<file path="src/rtl/uart_byte_tx.sv">
// uart_byte_tx: buffered 8N1 UART transmitter, FIFO-fed, bit period 16*max(divisor,1) clocks.
// Define UART_BYTE_TX_PARITY_EN to insert an even-parity bit between data and stop.
module uart_byte_tx #(
    parameter int FIFO_AW = 4,
    parameter int DIV_W   = 16
) (
    input  logic               wb_clk_i,
    input  logic               wb_rst_i,
    input  logic [DIV_W-1:0]   divisor_i,
    input  logic [7:0]         tx_data_i,
    input  logic               tx_wr_i,
    output logic               tx_ready_o,
    output logic [FIFO_AW:0]   fifo_level_o,
    output logic               busy_o,
    output logic               tx_done_o,
    output logic               tx_o
);
`ifdef UART_BYTE_TX_PARITY_EN
    typedef enum logic [2:0] {IDLE, START, DATA, PARITY, STOP} state_t;
`else
    typedef enum logic [1:0] {IDLE, START, DATA, STOP} state_t;
`endif
    localparam int DEPTH = 1 << FIFO_AW;
    localparam logic [DIV_W+3:0] ONE = 1;
    logic [7:0]         mem_q [DEPTH];
    logic [FIFO_AW-1:0] wptr_q, rptr_q;
    logic [FIFO_AW:0]   level_q, level_d;
    state_t             state_q;
    logic [DIV_W+3:0]   cnt_q, per_q, per_d;
    logic [DIV_W-1:0]   dm1;
    logic [2:0]         idx_q;
    logic [7:0]         sh_q;
    logic               tx_q, done_q, wr, pop, last, empty;
    assign tx_ready_o   = !level_q[FIFO_AW];
    assign empty        = level_q == '0;
    assign wr           = tx_wr_i & tx_ready_o;
    assign last         = cnt_q == '0;
    assign pop          = !empty && (state_q == IDLE || (state_q == STOP && last));
    assign level_d      = level_q + (FIFO_AW+1)'(wr) - (FIFO_AW+1)'(pop);
    // cnt_q counts down from P-1, so the reload value is {max(div,1)-1, 4'hF}
    assign dm1          = divisor_i == '0 ? '0 : divisor_i - DIV_W'(1);
    assign per_d        = {dm1, 4'hF};
    assign fifo_level_o = level_q;
    assign busy_o       = state_q != IDLE;
    assign tx_done_o    = done_q;
    assign tx_o         = tx_q;
    always_ff @(posedge wb_clk_i) begin
        if (wr) mem_q[wptr_q] <= tx_data_i;
    end
    always_ff @(posedge wb_clk_i) begin
        if (wb_rst_i) begin
            state_q <= IDLE;
            tx_q    <= 1'b1;
            done_q  <= 1'b0;
            cnt_q   <= '0;
            per_q   <= '0;
            idx_q   <= '0;
            sh_q    <= '0;
            level_q <= '0;
            wptr_q  <= '0;
            rptr_q  <= '0;
        end else begin
            level_q <= level_d;
            wptr_q  <= wr ? wptr_q + FIFO_AW'(1) : wptr_q;
            rptr_q  <= pop ? rptr_q + FIFO_AW'(1) : rptr_q;
            done_q  <= state_q == STOP && cnt_q == ONE;
            if (pop) begin
                sh_q    <= mem_q[rptr_q];
                per_q   <= per_d;
                cnt_q   <= per_d;
                tx_q    <= 1'b0;
                state_q <= START;
            end else if (state_q != IDLE) begin
                cnt_q <= last ? per_q : cnt_q - ONE;
                if (last) begin
                    case (state_q)
                        START: begin
                            idx_q   <= '0;
                            tx_q    <= sh_q[0];
                            state_q <= DATA;
                        end
                        DATA: begin
                            if (idx_q == 3'd7) begin
`ifdef UART_BYTE_TX_PARITY_EN
                                tx_q    <= ^sh_q;
                                state_q <= PARITY;
`else
                                tx_q    <= 1'b1;
                                state_q <= STOP;
`endif
                            end else begin
                                idx_q <= idx_q + 3'd1;
                                tx_q  <= sh_q[idx_q + 3'd1];
                            end
                        end
`ifdef UART_BYTE_TX_PARITY_EN
                        PARITY: begin
                            tx_q    <= 1'b1;
                            state_q <= STOP;
                        end
`endif
                        default: state_q <= IDLE;
                    endcase
                end
            end
        end
    end
endmodule

</file>
<file path="config.mk">
export PLATFORM = sky130hd
export DESIGN_NAME = uart_byte_tx
export DESIGN_NICKNAME = d
export VERILOG_FILES = /design/src/rtl/uart_byte_tx.sv
export SDC_FILE = /design/constraint.sdc
export NUM_CORES = 1
export LEC_CHECK = 0
export BUFFER_PORTS_ARGS = -buffer_cell sky130_fd_sc_hd__buf_2
export CAP_MARGIN = 20
export CORE_ASPECT_RATIO = 0.8
export CORE_MARGIN = 8
export CORE_UTILIZATION = 50
export CTS_CLUSTER_SIZE = 12
export DETAILED_ROUTE_END_ITERATION = 7
export PLACE_DENSITY = 0.76
export SLEW_MARGIN = 5
export SYNTH_ARGS = -nofsm -noshare
export SYNTH_HDL_FRONTEND = slang
export SYNTH_SLANG_ARGS = --single-unit
</file>
<file path="constraint.sdc">
create_clock -name wb_clk_i -period 4.3 [get_ports wb_clk_i]
set_input_delay 0.43 -clock wb_clk_i [delete_from_list [all_inputs] [get_ports wb_clk_i]]
set_output_delay 0.43 -clock wb_clk_i [all_outputs]
set_load 0.02 [all_outputs]
</file>
==> results.ini <==
[drt]
dr.pass1.iters=5
wl_per_cell_um=20.0
num_vias=5573
detail_route.iter0.violations=455
vias_per_cell=5.96
drc=0
finalWirelength_um=18700
antenna_left=0

[place]
place_congestion=0.856
place_ws_ps=791
port_buffers=35
place_hpwl_um=12400

[timing]
setup_ws_ps=724
tightest_slew_ps=961
finClkSkew_ps=10.4
setup_tns_ps=0
rsz0062_at_grt=no
final.period_utilization_pct=83.2
setup_viol=0
hold_viol_final=0
slew_headroom_pct=35.7
timing.hold.ws_ps=258
report.final.slew_viol_count=0
layout_min_cycle_time_ps=3580
fmax_mhz=280

[worst_hold_path]
whs_path_depth=2
hold_end=fifo_level_o[4]
hp-class=input pin to flop
hp-start=wb_rst_i

[grt]
grt_util_met3_pct=3.92
top_usage_layer=met2
grt_overflow=0
grt_pass1_wl_um=30200
grt_pass1_vias=5559
grt_max_degree=59
grt_usage_pct=18.0
gr-usage-met2_pct=28.0
grt_use_met1_pct=24.0
antenna_found_initial=0

[finish]
fillers=1352
post-route-util_pct=56.1
diodes=0
layout-drive-gt1-share_pct=19.0
areaGrowthSynthToFinish_pct=11.3
multi_input_area_um2=3280
layout.nets=745
ff_latch_area_um2=5150

[synthesis]
synthArstFlopShare_pct=0
synth_nets=718
synthSimpleGateAreaFrac_pct=11.9
synthAdderAreaFrac_pct=3.12
synth_area_leaders=edfxtp_1, dfxtp_1, mux4_2, nand2_1, ha_1
syn_inst=670
synth_top_family_by_area=simple AND/OR/NAND/NOR gates
synth-edff-count=128
yosys_warnings=0
yosys.area.top_type=edfxtp_1
syn-cell-area_um2=8650
synthMuxAreaShare_pct=11.8
syn_area_per_cell_um2=12.9
synth_compound_area_share_pct=7.89
ys_types=60
yosys_register_bits=193
synthXorXnorAreaFrac_pct=3.14
synth-seq-area-share_pct=59.5
synth_flop_cell=edfxtp_1
yosysTopAreaCellShare_pct=44.4

[clocking]
post_cts_resized=0
clockRootBuffer=clkbuf_16
cts-buffers-inserted=17
clk_pin_slew_ps=70
h-tree-depth=4
postCtsSetupBuffers=0
clock-sinks=193
cts_tree=yes
ctsHoldBuffers=0
clk_latency_ps=450
clockBufferDepth=2

[critical_path]
crit_required_ps=4680
critPathKind=flop to flop
r2r_slack_ps=720
end_kind=flop
r2r_start=cnt_q[1]
path_max_fanout=10
reg2reg_to=fifo_level_o[4]
critPathArrivalTime_ps=3950
worstSetupStartpointType=flop
reg2reg_depth=15

[die]
dieArea_um2=21800
die_w_um=163
core-area_um2=17200
die_h_um=134
start_util_pct=50.4
std_cell_rows=43
io_pins=36

[power_and_ir_drop]
irDropWorstVdd_mv=0.360
swShare_pct=35.9
power_density_nw_per_um2=639
seqPwrFrac_pct=40.6
p_leak_nw=3.29
p_sw_mw=2.21
p_clk_share_pct=25.7
internal-power_mw=3.94
power_frac_comb_pct=33.7

[run]
maxCapViolCount=0

[outcome]
run_status=finished, final reports clean

## flip-flops by register name (all words and copies together) (netlist names)
signal,cells
sh_q,8
tx_o,1
cnt_q,20
idx_q,3
state_q,2
wptr_q,4
mem_q,128
rptr_q,4
fifo_level_o,5
tx_done_o,1
per_q,17
## metrics by stage
step                total power [mW]  cells  cell area, um2
CTS                             6.16    935            9630
global route                    6.51    935            9630
global placement                4.48    903            9040
floorplan                       4.03    670            8650
finish                          6.15    935            9630
detailed placement              4.58    903            9040
## routing by layer
layer / vias up / part of all wire (%)
met3: 28 / 6.5
met4: 0 / 1.7
met5: - / 0
met1: 2767 / 44
li1: 2583 / -
met2: 195 / 48
## power groups by stage
stage / Combinational (mW) / Clock [mW] / Sequential, mW
after floorplan: 1.60 / 0 / 2.42
after global placement: 1.97 / 0 / 2.51
after detailed placement: 2.04 / 0 / 2.53
after CTS: 2.06 / 1.60 / 2.49
after global routing: 2.31 / 1.66 / 2.54
final: 2.07 / 1.58 / 2.50
## worst max-delay path, stage by stage, from the launching register on
cell and delay [ps]:
dfxtp_1 350, inv_1 110, ha_1 200, or3b_2 530, nor3_1 210, and4_1 460, o21ai_2 100, clkinv_1 80
ha_1 120, inv_1 40, ha_1 200, fa_1 410, a21oi_1 160, nor2_1 60, or3_1 340, a21oi_1 130
## cell usage after synthesis (3+ instances only)
cell	n
a21oi_1	42
a22oi_1	3
a311oi_1	13
a31oi_1	5
buf_1	5
buf_2	5
clkbuf_1	27
dfxtp_1	65
edfxtp_1	128
ha_1	20
inv_1	17
mux2_2	5
mux4_2	42
nand2_1	74
nand2b_1	3
nand3_1	9
nand4_1	5
nor2_1	55
nor2b_1	5
nor3_1	21
nor3b_1	3
nor4_1	10
o211ai_1	6
o21ai_0	12
o41ai_1	3
or2_2	3
or3_1	10
or4_1	4
xnor2_1	19
xor2_1	12
## final cells by class
class,count,area share (%)
clock buffers,18,4.46
clock inverters,14,1.66
inverters,18,0.702
multi-input cells,420,34.0
flip-flops and latches,193,53.5
well taps,225,2.92
repair buffers,47,2.76
## worst max path at each step
stage	startpoint	endpoint	slack, ps	cells past startpoint
floorplan	cnt_q[0]	fifo_level_o[4]	680	17
global placement	cnt_q[0]	fifo_level_o[4]	920	15
detailed placement	cnt_q[1]	fifo_level_o[4]	790	15
CTS	cnt_q[1]	fifo_level_o[4]	750	15
global route	cnt_q[1]	fifo_level_o[4]	440	15
finish	cnt_q[1]	fifo_level_o[4]	720	15
## cell usage in the layout, fill, tap and decap left out, types with 19 or more instances in the layout
master    count
nand2_1      74
mux4_2       42
a21oi_1      42
xnor2_1      19
nor2_1       55
buf_2        35
dfxtp_1      63
ha_1         20
nor3_1       21
edfxtp_1    128
## cells by family (layout without fill, tap and decap cells)
family	count (synthesis)	in the layout
fa+ha+maj	21	21
xor+xnor	31	31
simple gates	214	214
buf+inv	57	97
compound gates	105	105
flops	193	193
mux	49	49
No activity file was read; power rests on OpenSTA's default activity.
